## src/rtl/i2c_oc_pkg.sv

```systemverilog
`default_nettype none
// ============================================================================
// Module   : i2c_oc_pkg
// Brief    : OpenCores I2C master register map, command bits and sequencer states
// Revision : 1.0  initial release
// ============================================================================
package i2c_oc_pkg;

    // Core register addresses
    localparam logic [2:0] PRER_LO = 3'd0;
    localparam logic [2:0] PRER_HI = 3'd1;
    localparam logic [2:0] CTR     = 3'd2;
    localparam logic [2:0] TXR_RXR = 3'd3;
    localparam logic [2:0] CR_SR   = 3'd4;

    localparam logic [7:0] CR_STA = 8'h80;
    localparam logic [7:0] CR_STO = 8'h40;
    localparam logic [7:0] CR_RD  = 8'h20;
    localparam logic [7:0] CR_WR  = 8'h10;
    localparam logic [7:0] CR_ACK = 8'h08;

    localparam int SR_RXACK = 7;
    localparam int SR_TIP   = 1;

    localparam logic [7:0] CTR_EN = 8'h80;

    localparam logic [1:0] ERR_OK   = 2'd0;
    localparam logic [1:0] ERR_NACK = 2'd1;
    localparam logic [1:0] ERR_TMO  = 2'd2;

    typedef enum logic [3:0] {
        S_INIT_PLO  = 4'd0,
        S_INIT_PHI  = 4'd1,
        S_INIT_CTR  = 4'd2,
        S_IDLE      = 4'd3,
        S_TXR       = 4'd4,
        S_CR        = 4'd5,
        S_POLL      = 4'd6,
        S_STOP_CR   = 4'd7,
        S_STOP_POLL = 4'd8,
        S_RXR       = 4'd9,
        S_DONE      = 4'd10
    } seq_state_t;

    // Byte steps: 0 = addr+W, 1 = register, 2 = wdata or addr+R, 3 = read byte
    function automatic logic [7:0] cr_byte(input logic [1:0] step, input logic rnw);
        logic [7:0] v;
        v = CR_WR;
        case (step)
            2'd0:    v = CR_STA | CR_WR;
            2'd1:    v = CR_WR;
            2'd2:    v = rnw ? (CR_STA | CR_WR) : (CR_STO | CR_WR);
            default: v = CR_STO | CR_RD | CR_ACK;
        endcase
        return v;
    endfunction

endpackage
`default_nettype wire

```

## src/rtl/i2c_reg_access.sv

```systemverilog
`default_nettype none
// ============================================================================
// Module   : i2c_reg_access
// Brief    : One strobe/ack handshake on the I2C core register port per start
// Revision : 1.0  initial release
// ============================================================================
module i2c_reg_access (
    input  logic       clk,
    input  logic       rst_n,
    input  logic       i_start,
    input  logic       i_we,
    input  logic [2:0] i_addr,
    input  logic [7:0] i_wdata,
    output logic       o_done,
    output logic [7:0] o_rdata,
    output logic [2:0] o_i2c_adr,
    output logic [7:0] o_i2c_dat,
    input  logic [7:0] i_i2c_dat,
    output logic       o_i2c_we,
    output logic       o_i2c_stb,
    input  logic       i_i2c_ack
);

    logic       r_stb;
    logic       r_we;
    logic [2:0] r_adr;
    logic [7:0] r_dat;
    logic       r_done;
    logic [7:0] r_rdata;

    // done is issued the cycle stb is already low, giving the mandatory idle gap
    always_ff @(posedge clk or negedge rst_n) begin
        if (!rst_n) begin
            r_stb   <= 1'b0;
            r_we    <= 1'b0;
            r_adr   <= 3'd0;
            r_dat   <= 8'd0;
            r_done  <= 1'b0;
            r_rdata <= 8'd0;
        end else begin
            r_done <= 1'b0;
            if (r_stb) begin
                if (i_i2c_ack) begin
                    r_stb   <= 1'b0;
                    r_done  <= 1'b1;
                    r_rdata <= i_i2c_dat;
                end
            end else if (i_start) begin
                r_stb <= 1'b1;
                r_we  <= i_we;
                r_adr <= i_addr;
                r_dat <= i_wdata;
            end
        end
    end

    assign o_done    = r_done;
    assign o_rdata   = r_rdata;
    assign o_i2c_adr = r_adr;
    assign o_i2c_dat = r_dat;
    assign o_i2c_we  = r_we;
    assign o_i2c_stb = r_stb;

endmodule
`default_nettype wire

```

## src/rtl/i2c_txn_sequencer.sv

```systemverilog
`default_nettype none
// ============================================================================
// Module   : i2c_txn_sequencer
// Brief    : Runs complete single-byte register writes/reads through the
//            OpenCores I2C master after configuring its prescaler
// Revision : 1.0  initial release
// ============================================================================
module i2c_txn_sequencer #(
    parameter logic [15:0] PRESCALE = 16'd99,
    parameter int          TIMEOUT  = 100000
) (
    input  logic       clk_clk,
    input  logic       reset_reset_n,
    input  logic       req_valid,
    output logic       req_ready,
    input  logic       req_rnw,
    input  logic [6:0] req_dev,
    input  logic [7:0] req_reg,
    input  logic [7:0] req_wdata,
    output logic       rsp_valid,
    output logic [7:0] rsp_rdata,
    output logic [1:0] rsp_err,
    output logic       init_done,
    output logic [2:0] i2c_adr,
    output logic [7:0] i2c_dat_o,
    input  logic [7:0] i2c_dat_i,
    output logic       i2c_we,
    output logic       i2c_stb,
    input  logic       i2c_ack
);
    import i2c_oc_pkg::*;

    localparam int                TCNT_W     = $clog2(TIMEOUT + 1);
    localparam logic [TCNT_W-1:0] C_TMO_LAST = TCNT_W'(TIMEOUT - 1);

    seq_state_t        r_state;
    seq_state_t        w_state_nxt;
    logic              r_wait;
    logic              r_rnw;
    logic [6:0]        r_dev;
    logic [7:0]        r_reg;
    logic [7:0]        r_wdata;
    logic [7:0]        r_rdata;
    logic [1:0]        r_step;
    logic [1:0]        r_err;
    logic              r_init_done;
    logic [TCNT_W-1:0] r_tcnt;

    logic              w_start;
    logic              w_we;
    logic [2:0]        w_addr;
    logic [7:0]        w_wdata;
    logic              w_done;
    logic [7:0]        w_rdata;
    logic              w_tip;
    logic              w_rxack;
    logic              w_tmo;
    logic [7:0]        w_txr_byte;
    logic              w_accept;
    logic              w_step_inc;
    logic              w_err_load;
    logic [1:0]        w_err_val;
    logic              w_rdata_load;
    logic              w_tcnt_clr;

    i2c_reg_access u_reg_access (
        .clk       (clk_clk),
        .rst_n     (reset_reset_n),
        .i_start   (w_start),
        .i_we      (w_we),
        .i_addr    (w_addr),
        .i_wdata   (w_wdata),
        .o_done    (w_done),
        .o_rdata   (w_rdata),
        .o_i2c_adr (i2c_adr),
        .o_i2c_dat (i2c_dat_o),
        .i_i2c_dat (i2c_dat_i),
        .o_i2c_we  (i2c_we),
        .o_i2c_stb (i2c_stb),
        .i_i2c_ack (i2c_ack)
    );

    assign w_tip   = w_rdata[SR_TIP];
    assign w_rxack = w_rdata[SR_RXACK];
    assign w_tmo   = (r_tcnt >= C_TMO_LAST);
    assign w_start = (r_state != S_IDLE) && (r_state != S_DONE) && !r_wait;

    always_comb begin
        w_txr_byte = r_reg;
        case (r_step)
            2'd0:    w_txr_byte = {r_dev, 1'b0};
            2'd1:    w_txr_byte = r_reg;
            default: w_txr_byte = r_rnw ? {r_dev, 1'b1} : r_wdata;
        endcase
    end

    always_ff @(posedge clk_clk or negedge reset_reset_n) begin
        if (!reset_reset_n) r_state <= S_INIT_PLO;
        else                r_state <= w_state_nxt;
    end

    always_comb begin
        w_state_nxt  = r_state;
        w_we         = 1'b1;
        w_addr       = CR_SR;
        w_wdata      = 8'd0;
        w_accept     = 1'b0;
        w_step_inc   = 1'b0;
        w_err_load   = 1'b0;
        w_err_val    = ERR_OK;
        w_rdata_load = 1'b0;
        w_tcnt_clr   = 1'b0;
        case (r_state)
            S_INIT_PLO: begin
                w_addr  = PRER_LO;
                w_wdata = PRESCALE[7:0];
                if (w_done) w_state_nxt = S_INIT_PHI;
            end
            S_INIT_PHI: begin
                w_addr  = PRER_HI;
                w_wdata = PRESCALE[15:8];
                if (w_done) w_state_nxt = S_INIT_CTR;
            end
            S_INIT_CTR: begin
                w_addr  = CTR;
                w_wdata = CTR_EN;
                if (w_done) w_state_nxt = S_IDLE;
            end
            S_IDLE: begin
                if (req_valid) begin
                    w_accept    = 1'b1;
                    w_state_nxt = S_TXR;
                end
            end
            S_TXR: begin
                w_addr  = TXR_RXR;
                w_wdata = w_txr_byte;
                if (w_done) w_state_nxt = S_CR;
            end
            S_CR: begin
                w_wdata = cr_byte(r_step, r_rnw);
                if (w_done) begin
                    w_tcnt_clr  = 1'b1;
                    w_state_nxt = S_POLL;
                end
            end
            S_POLL: begin
                w_we = 1'b0;
                if (w_done) begin
                    if (w_tip) begin
                        if (w_tmo) begin
                            w_err_load  = 1'b1;
                            w_err_val   = ERR_TMO;
                            w_state_nxt = S_STOP_CR;
                        end
                    end else if (r_step == 2'd3) begin
                        w_state_nxt = S_RXR;
                    end else if (w_rxack) begin
                        w_err_load  = 1'b1;
                        w_err_val   = ERR_NACK;
                        w_state_nxt = S_STOP_CR;
                    end else if (r_step == 2'd2 && !r_rnw) begin
                        w_state_nxt = S_DONE;
                    end else begin
                        w_step_inc  = 1'b1;
                        // the read byte needs no TXR load, only a command
                        w_state_nxt = (r_step == 2'd2) ? S_CR : S_TXR;
                    end
                end
            end
            S_STOP_CR: begin
                w_wdata = CR_STO;
                if (w_done) begin
                    w_tcnt_clr  = 1'b1;
                    w_state_nxt = (r_err == ERR_TMO) ? S_DONE : S_STOP_POLL;
                end
            end
            S_STOP_POLL: begin
                w_we = 1'b0;
                if (w_done && (!w_tip || w_tmo)) w_state_nxt = S_DONE;
            end
            S_RXR: begin
                w_we   = 1'b0;
                w_addr = TXR_RXR;
                if (w_done) begin
                    w_rdata_load = 1'b1;
                    w_state_nxt  = S_DONE;
                end
            end
            S_DONE:  w_state_nxt = S_IDLE;
            default: w_state_nxt = S_INIT_PLO;
        endcase
    end

    always_ff @(posedge clk_clk or negedge reset_reset_n) begin
        if (!reset_reset_n) begin
            r_wait      <= 1'b0;
            r_rnw       <= 1'b0;
            r_dev       <= 7'd0;
            r_reg       <= 8'd0;
            r_wdata     <= 8'd0;
            r_rdata     <= 8'd0;
            r_step      <= 2'd0;
            r_err       <= ERR_OK;
            r_init_done <= 1'b0;
            r_tcnt      <= '0;
        end else begin
            if (w_done)       r_wait <= 1'b0;
            else if (w_start) r_wait <= 1'b1;
            if (w_accept) begin
                r_rnw   <= req_rnw;
                r_dev   <= req_dev;
                r_reg   <= req_reg;
                r_wdata <= req_wdata;
                r_step  <= 2'd0;
                r_err   <= ERR_OK;
                r_rdata <= 8'd0;
            end
            if (w_step_inc)   r_step  <= r_step + 2'd1;
            if (w_err_load)   r_err   <= w_err_val;
            if (w_rdata_load) r_rdata <= w_rdata;
            if (w_tcnt_clr)
                r_tcnt <= '0;
            else if ((r_state == S_POLL || r_state == S_STOP_POLL) && !w_tmo)
                r_tcnt <= r_tcnt + TCNT_W'(1);
            if (r_state == S_INIT_CTR && w_done) r_init_done <= 1'b1;
        end
    end

    assign req_ready = (r_state == S_IDLE);
    assign rsp_valid = (r_state == S_DONE);
    assign rsp_rdata = r_rdata;
    assign rsp_err   = r_err;
    assign init_done = r_init_done;

endmodule
`default_nettype wire

```

## config.mk

```make
export PLATFORM = sky130hd
export DESIGN_NAME = i2c_txn_sequencer
export DESIGN_NICKNAME = d
export VERILOG_FILES = /design/src/rtl/i2c_oc_pkg.sv /design/src/rtl/i2c_reg_access.sv /design/src/rtl/i2c_txn_sequencer.sv
export SDC_FILE = /design/constraint.sdc
export NUM_CORES = 1
export LEC_CHECK = 0
export ABC_AREA = 0
export BUFFER_PORTS_ARGS = -buffer_cell sky130_fd_sc_hd__buf_4
export CORE_ASPECT_RATIO = 0.8
export CORE_MARGIN = 5
export CORE_UTILIZATION = 45
export DETAILED_ROUTE_END_ITERATION = 10
export PLACE_DENSITY_LB_ADDON = 0.1
export SLEW_MARGIN = 30
export SYNTH_ARGS = -nofsm -noshare
export SYNTH_HDL_FRONTEND = slang
export SYNTH_HIERARCHICAL = 1
export SYNTH_SLANG_ARGS = --single-unit
```

## constraint.sdc

```tcl
create_clock -name clk_clk -period 2.7 [get_ports clk_clk]
set_clock_uncertainty 0.15 [all_clocks]
set_input_delay 0.27 -clock clk_clk [delete_from_list [all_inputs] [get_ports clk_clk]]
set_output_delay 0.27 -clock clk_clk [all_outputs]
set_load 0.02 [all_outputs]
```

==> results of run 1 <==
[timing repair]
item	in CTS	in global routing
endpoints found under the hold margin	91	2
endpoints found under the setup margin	0	2
hold buffers	11	2
resized for setup	0	1
buffers inserted	0	0
[through the flow]
stage	hold slack (ns)	setup WS [ns]
2_1_floorplan	-0.176	0.557
3_3_place_gp	0.185	0.271
3_5_place_dp	0.182	0.189
4_1_cts	0.000407	0.171
5_1_grt	0.00298	0.0474
6_report	0.0134	0.195
[logic make-up after synthesis]
| family | Yosys count | share of synthesized area (%) |
|---|---|---|
| AO/OA/AOI/OAI | 72 | 12.9 |
| flip-flops | 81 | 49.2 |
| adder cells (fa/ha/maj) | 5 | 1.52 |
| multiplexers | 53 | 15.1 |
| XOR/XNOR | 4 | 0.849 |
| buffers and inverters | 33 | 3.67 |
| AND/OR/NAND/NOR | 122 | 16.8 |
[worst max-delay path, cell delays in order, from the launching register on]
cell      delay [ns]
dfrtp_1         0.41
inv_1           0.09
ha_2            0.29
inv_1           0.06
a21o_1          0.25
a222oi_1        0.53
o21ai_0         0.18
a21o_1          0.18
mux2_4          0.25
[cell type report]
cell class                      instances  area share (%)
Sequential cell                        81            39.3
Multi-Input combinational cell        256            37.8
Timing Repair Buffer                   83            13.0
Clock buffer                            9            4.37
Tap cell                              115            2.79
Clock inverter                          7            1.60
Inverter                               16            1.17
[power by group through the flow]
stage | Sequential (W) | Combinational [W] | Clock, W
final | 0.00201 | 0.00214 | 0.00126
after global routing | 0.00206 | 0.00235 | 0.00134
after CTS | 0.00200 | 0.00214 | 0.00130
after detailed placement | 0.00202 | 0.00212 | 0
after global placement | 0.00202 | 0.00208 | 0
after floorplan | 0.00200 | 0.00148 | 0
[layout by cell type, fill, tap and decap left out, types with 3 or more instances in the layout]
cell type	instances
nand4_1	5
o21ai_0	8
nor4b_1	3
ha_1	4
nor3_1	5
nand3_1	9
buf_4	69
xnor2_1	4
inv_1	16
mux2_4	10
and3_1	7
nand2_1	34
nand2b_1	4
and2_1	3
a21oi_1	14
o31ai_1	3
a22o_1	9
mux2_2	32
dlygate4sd3_1	13
a21o_1	6
dfrtp_1	81
or4_1	4
nor4_1	6
or3_1	3
mux2i_1	9
nor2b_1	3
a31oi_1	5
nor2_1	23
a221oi_1	7
clkbuf_16	9
[layer usage]
layer | up-vias | GRT usage, % | wire length, um
met2 | 99 | 26.5 | 4060
met3 | 10 | 5.84 | 643
met5 | - | 0 | 0
li1 | 1513 | - | -
met1 | 1572 | 27.2 | 4860
met4 | 0 | 4.87 | 73
[worst paths after layout]
check                      slack (ns)                                     to                   from  cells after the start
setup / recovery                 0.19  u_reg_access/o_i2c_dat[7]$_DFFE_PN0P_  r_step[1]$_DFFE_PN0P_                      8
hold / removal                   0.01                   r_dev[6]$_DFFE_PN0P_             req_dev[6]                      2
setup reg to reg                 0.19  u_reg_access/o_i2c_dat[7]$_DFFE_PN0P_  r_step[1]$_DFFE_PN0P_                      8
hold reg to reg                  0.32                  init_done$_DFFE_PN0P_  init_done$_DFFE_PN0P_                      1
max in group asynchronous        1.70                 r_tcnt[11]$_DFFE_PN0P_          reset_reset_n                      3
min in group asynchronous        0.36  u_reg_access/o_i2c_adr[0]$_DFFE_PN0P_          reset_reset_n                      3
==> flow_summary.yaml, run 1 <==
sta:
  slew_headroom_pct: 45.6
  period_needed_ns: 2.51
  rsz0062_at_grt: "no"
  tightest_slew_ns: 0.816
  final_hold_viol_count: 0
  post-route-period-util_pct: 92.8
  final.setup.tns_ns: 0
  finalSetupViolations: 0
  clock.fmax_ghz: 0.399
  slew_viol_final: 0
final_layout:
  seq_area_sq_um: 2030
  fin_area_sq_um: 5150
  syn_to_final_growth_pct: 25.0
  fin_nets: 488
  antenna-diode-count: 0
  nFillCells: 809
  drive_gt1_share_pct: 31.9
  multi_input_area_sq_um: 1950
  largest_reg_flops: 17
  top_register: "r_tcnt"
  fin_cells: 567
  final_util_pct: 57.3
setup_path:
  worst-path-max-fanout: 11
  crit_path_end_kind: "flop"
  start_kind: "flop"
  worstPathArrival_ns: 2.58
  critPathKind: "reg -> reg"
  required_ns: 2.77
power_and_ir_drop:
  internal-power_w: 0.00341
  total_power_w: 0.00540
  leakagePower_nw: 2.35
  seq_power_share_pct: 37.2
  comb_power_share_pct: 39.5
  swShare_pct: 36.9
  p_clk_share_pct: 23.3
  power_density_nw_per_um2: 1050
  switchingPower_w: 0.00199
  max-vdd-ir-drop_uv: 500
floorplan:
  die-width_um: 117
  num_io_pins: 62
  start_util_pct: 45.8
  core_sq_um: 9000
  die_h_um: 95.6
  dieArea_sq_um: 11200
  row_count: 31
place:
  io_buffers: 61
  dp_cells: 538
  place.gp.congestion: 0.861
  hpwl_mm: 6.98
  post_dp_cell_area_sq_um: 4710
yosys:
  yosys-top-cells-area: "dfrtp_1 (49%), mux2_2 (8.7%), mux2_4 (3.6%)"
  yosysUniqueCellTypes: 62
  synthArstFlopShare_pct: 100
  syn_avg_cell_area_sq_um: 11.1
  synth_cells: 370
  yosys.cell_count.top_type: "dfrtp_1"
  ys.flop_type: "dfrtp_1"
  synth_top_area_share_pct: 49.2
  ys_seq_area_share_pct: 49.2
  yosysTopAreaCell: "dfrtp_1"
  ys_top_cells_by_count: "dfrtp_1 (81), nand2_1 (34), mux2_2 (32)"
  synth-edff-count: 0
  synth-seq-cells: 81
  yosysWarningCount: 6
  syn_nets: 411
  synth_area_sq_um: 4120
drt:
  drt-initial-drc-count: 161
  routed_via_density: 5.63
  vias: 3194
  drc_errors: 0
  ant_nets: 0
  wl_mm: 9.64
  firstDrtPassIters: 5
  wl_per_cell_um: 17.0
global_routing:
  grt_max_degree: 82
  grt_use_total_pct: 18.6
  grt_antenna_before_repair: 0
  grt_pass1_wl_mm: 16.2
  grt_pass1_vias: 3222
  grt-ovfl-total: 0
hold_path:
  hold_path.class: "in -> reg"
clock_network:
  cts_buffer_depth: 2
  numCtsBuffers: 9
  cts_tree: "done"
  htree_num_levels: 3
  clk_latency_ns: 0.34
  clk_pin_slew_ns: 0.07
  root_buffer: "clkbuf_16"
  cts_num_sinks: 81
flow_run:
  maxCapViolations: 0
status:
  status: "complete, no violations"
Power figures use the tool's default switching activity.
==> run 2, diff against run 1 <==
CORE_ASPECT_RATIO = default   (was 0.8)
CORE_MARGIN = 4   (was 5)
==> run 2 against run 1 <==
Sequential power about the same. Critical path type unchanged. Via count increased by 2.1%. First-iteration DRC count increased by 0.62%. Combinational power about the same. Non-clock buffer count increased by 18. Largest power group unchanged. Worst hold slack improved by 0.0033 ns. Largest cell class unchanged. Count of clock-buffer cells in the layout increased by 1. Critical path depth unchanged. Final cell count increased by 1.9%.
==> flow_summary.yaml, run 2 (synthesis gave the netlist of run 1 again) <==
status:
  status: "complete, no violations"
floorplan:
  core_sq_um: 8810
  die-width_um: 104
  start_util_pct: 46.8
  num_io_pins: 62
  dieArea_sq_um: 10800
  row_count: 34
  die_h_um: 104
sta:
  period_needed_ns: 2.51
  slew_headroom_pct: 48.3
  finalSetupViolations: 0
  slew_viol_final: 0
  tightest_slew_ns: 0.775
  final_hold_viol_count: 0
  rsz0062_at_grt: "no"
  final.setup.tns_ns: 0
  post-route-period-util_pct: 93.0
  clock.fmax_ghz: 0.398
final_layout:
  drive_gt1_share_pct: 30.0
  nFillCells: 722
  fin_nets: 506
  final_common_cell: "dfrtp_1"
  seq_area_sq_um: 2030
  final_cell_mix: "dfrtp_1 (81), buf_4 (69), nand2_1 (34)"
  top_register: "r_tcnt"
  multi_input_area_sq_um: 1950
  antenna-diode-count: 0
  final_util_pct: 59.3
  syn_to_final_growth_pct: 26.7
  fin_area_sq_um: 5220
  largest_reg_flops: 17
clock_network:
  numCtsBuffers: 9
  cts_buffer_depth: 2
  root_buffer: "clkbuf_8"
  clk_latency_ns: 0.35
  cts_num_sinks: 81
  cts_tree: "done"
  htree_num_levels: 3
  postCtsResizedCells: 0
  clk_pin_slew_ns: 0.08
flow_run:
  maxCapViolations: 0
setup_path:
  worstPathArrival_ns: 2.60
  worst_path_max_delay_cell: "a222oi_1"
  crit_family: "compound AO/OA/AOI/OAI gates"
  crit_path_end_kind: "flop"
  critPathKind: "reg -> reg"
  crit_path_cell_trace: "inv_1 -> ha_1 -> inv_1 -> a21o_1 -> a222oi_1 -> o21ai_0 -> a21o_1 -> mux2_4"
  worst-path-max-fanout: 11
  required_ns: 2.79
  worst-path-buf-inv: 2
  slowest_delay_ns: 0.45
  start_kind: "flop"
place:
  post_dp_cell_area_sq_um: 4690
  io_buffers: 61
  hpwl_mm: 6.95
  place.gp.congestion: 0.898
hold_path:
  hold_path.class: "in -> reg"
global_routing:
  grt_pass1_wl_mm: 16.5
  grt-ovfl-total: 0
  grt_max_degree: 42
  grt_antenna_before_repair: 0
  grt_pass1_vias: 3281
  grt_use_total_pct: 18.9
drt:
  firstDrtPassIters: 5
  drc_errors: 0
  ant_nets: 0
  drt-initial-drc-count: 162
  wl_per_cell_um: 16.8
  vias: 3261
  wl_mm: 9.72
  routed_via_density: 5.64
power_and_ir_drop:
  leakagePower_nw: 2.38
  power_density_nw_per_um2: 981
  max-vdd-ir-drop_uv: 463
-- run 2: cell types whose count changed in the layout (fill, tap and decap cells not counted), sizes merged --
cell	delta
bufinv	+1
dlygate4sd3	+19
clkinv	+1
buf	-1
clkbuf	+1
inv	-3
-- run 2: final timing paths --
kind,from,endpoint,slack [ns],cells past startpoint
setup / recovery,r_step[1]$_DFFE_PN0P_,u_reg_access/o_i2c_dat[7]$_DFFE_PN0P_,0.19,8
hold / removal,req_dev[3],r_dev[3]$_DFFE_PN0P_,0.02,2
setup reg to reg,r_step[1]$_DFFE_PN0P_,u_reg_access/o_i2c_dat[7]$_DFFE_PN0P_,0.19,8
hold reg to reg,r_tcnt[4]$_DFFE_PN0P_,r_tcnt[4]$_DFFE_PN0P_,0.32,1
max in group asynchronous,reset_reset_n,u_reg_access/o_i2c_adr[2]$_DFFE_PN0P_,1.43,3
min in group asynchronous,reset_reset_n,u_reg_access/o_i2c_adr[0]$_DFFE_PN0P_,0.28,2
-- run 2: where the power goes --
part | switching [W] | internal, W | leakage [nW]
Sequential | 0.000366 | 0.00165 | 1.03
Clock | 0.000453 | 0.000524 | 0.107
Combinational | 0.00111 | 0.00103 | 1.25
-- run 2: per-layer routing --
metal | track usage, % | wire [um]
met5 | 0 | 0
met4 | 6.74 | 143
met3 | 3.73 | 498
met2 | 27.4 | 4290
met1 | 28.0 | 4790
-- run 2: timing repair --
| item | in CTS | in global routing |
|---|---|---|
| hold buffers | 32 | 0 |
| hold endpoints to repair | 70 | 0 |
| setup buffers | 0 | 0 |
-- run 2: final cells by class --
cell class                 instances  area share [%]
multi-input combinational        256            37.2
inverter                          16            1.15
timing repair buffer             101            16.0
clock inverter                     6            1.72
clock buffer                      10            2.44
tap                              108            2.59
sequential                        81            38.8
-- run 2: metrics by stage --
step	cells	hold slack, ns	power (W)	worst slack (ns)
floorplan	370	-0.176	0.00347	0.557
global placement	530	0.140	0.00407	0.325
detailed placement	530	0.138	0.00413	0.218
CTS	578	0.00644	0.00515	0.217
global route	578	0.00509	0.00548	0.0295
finish	578	0.0167	0.00513	0.190
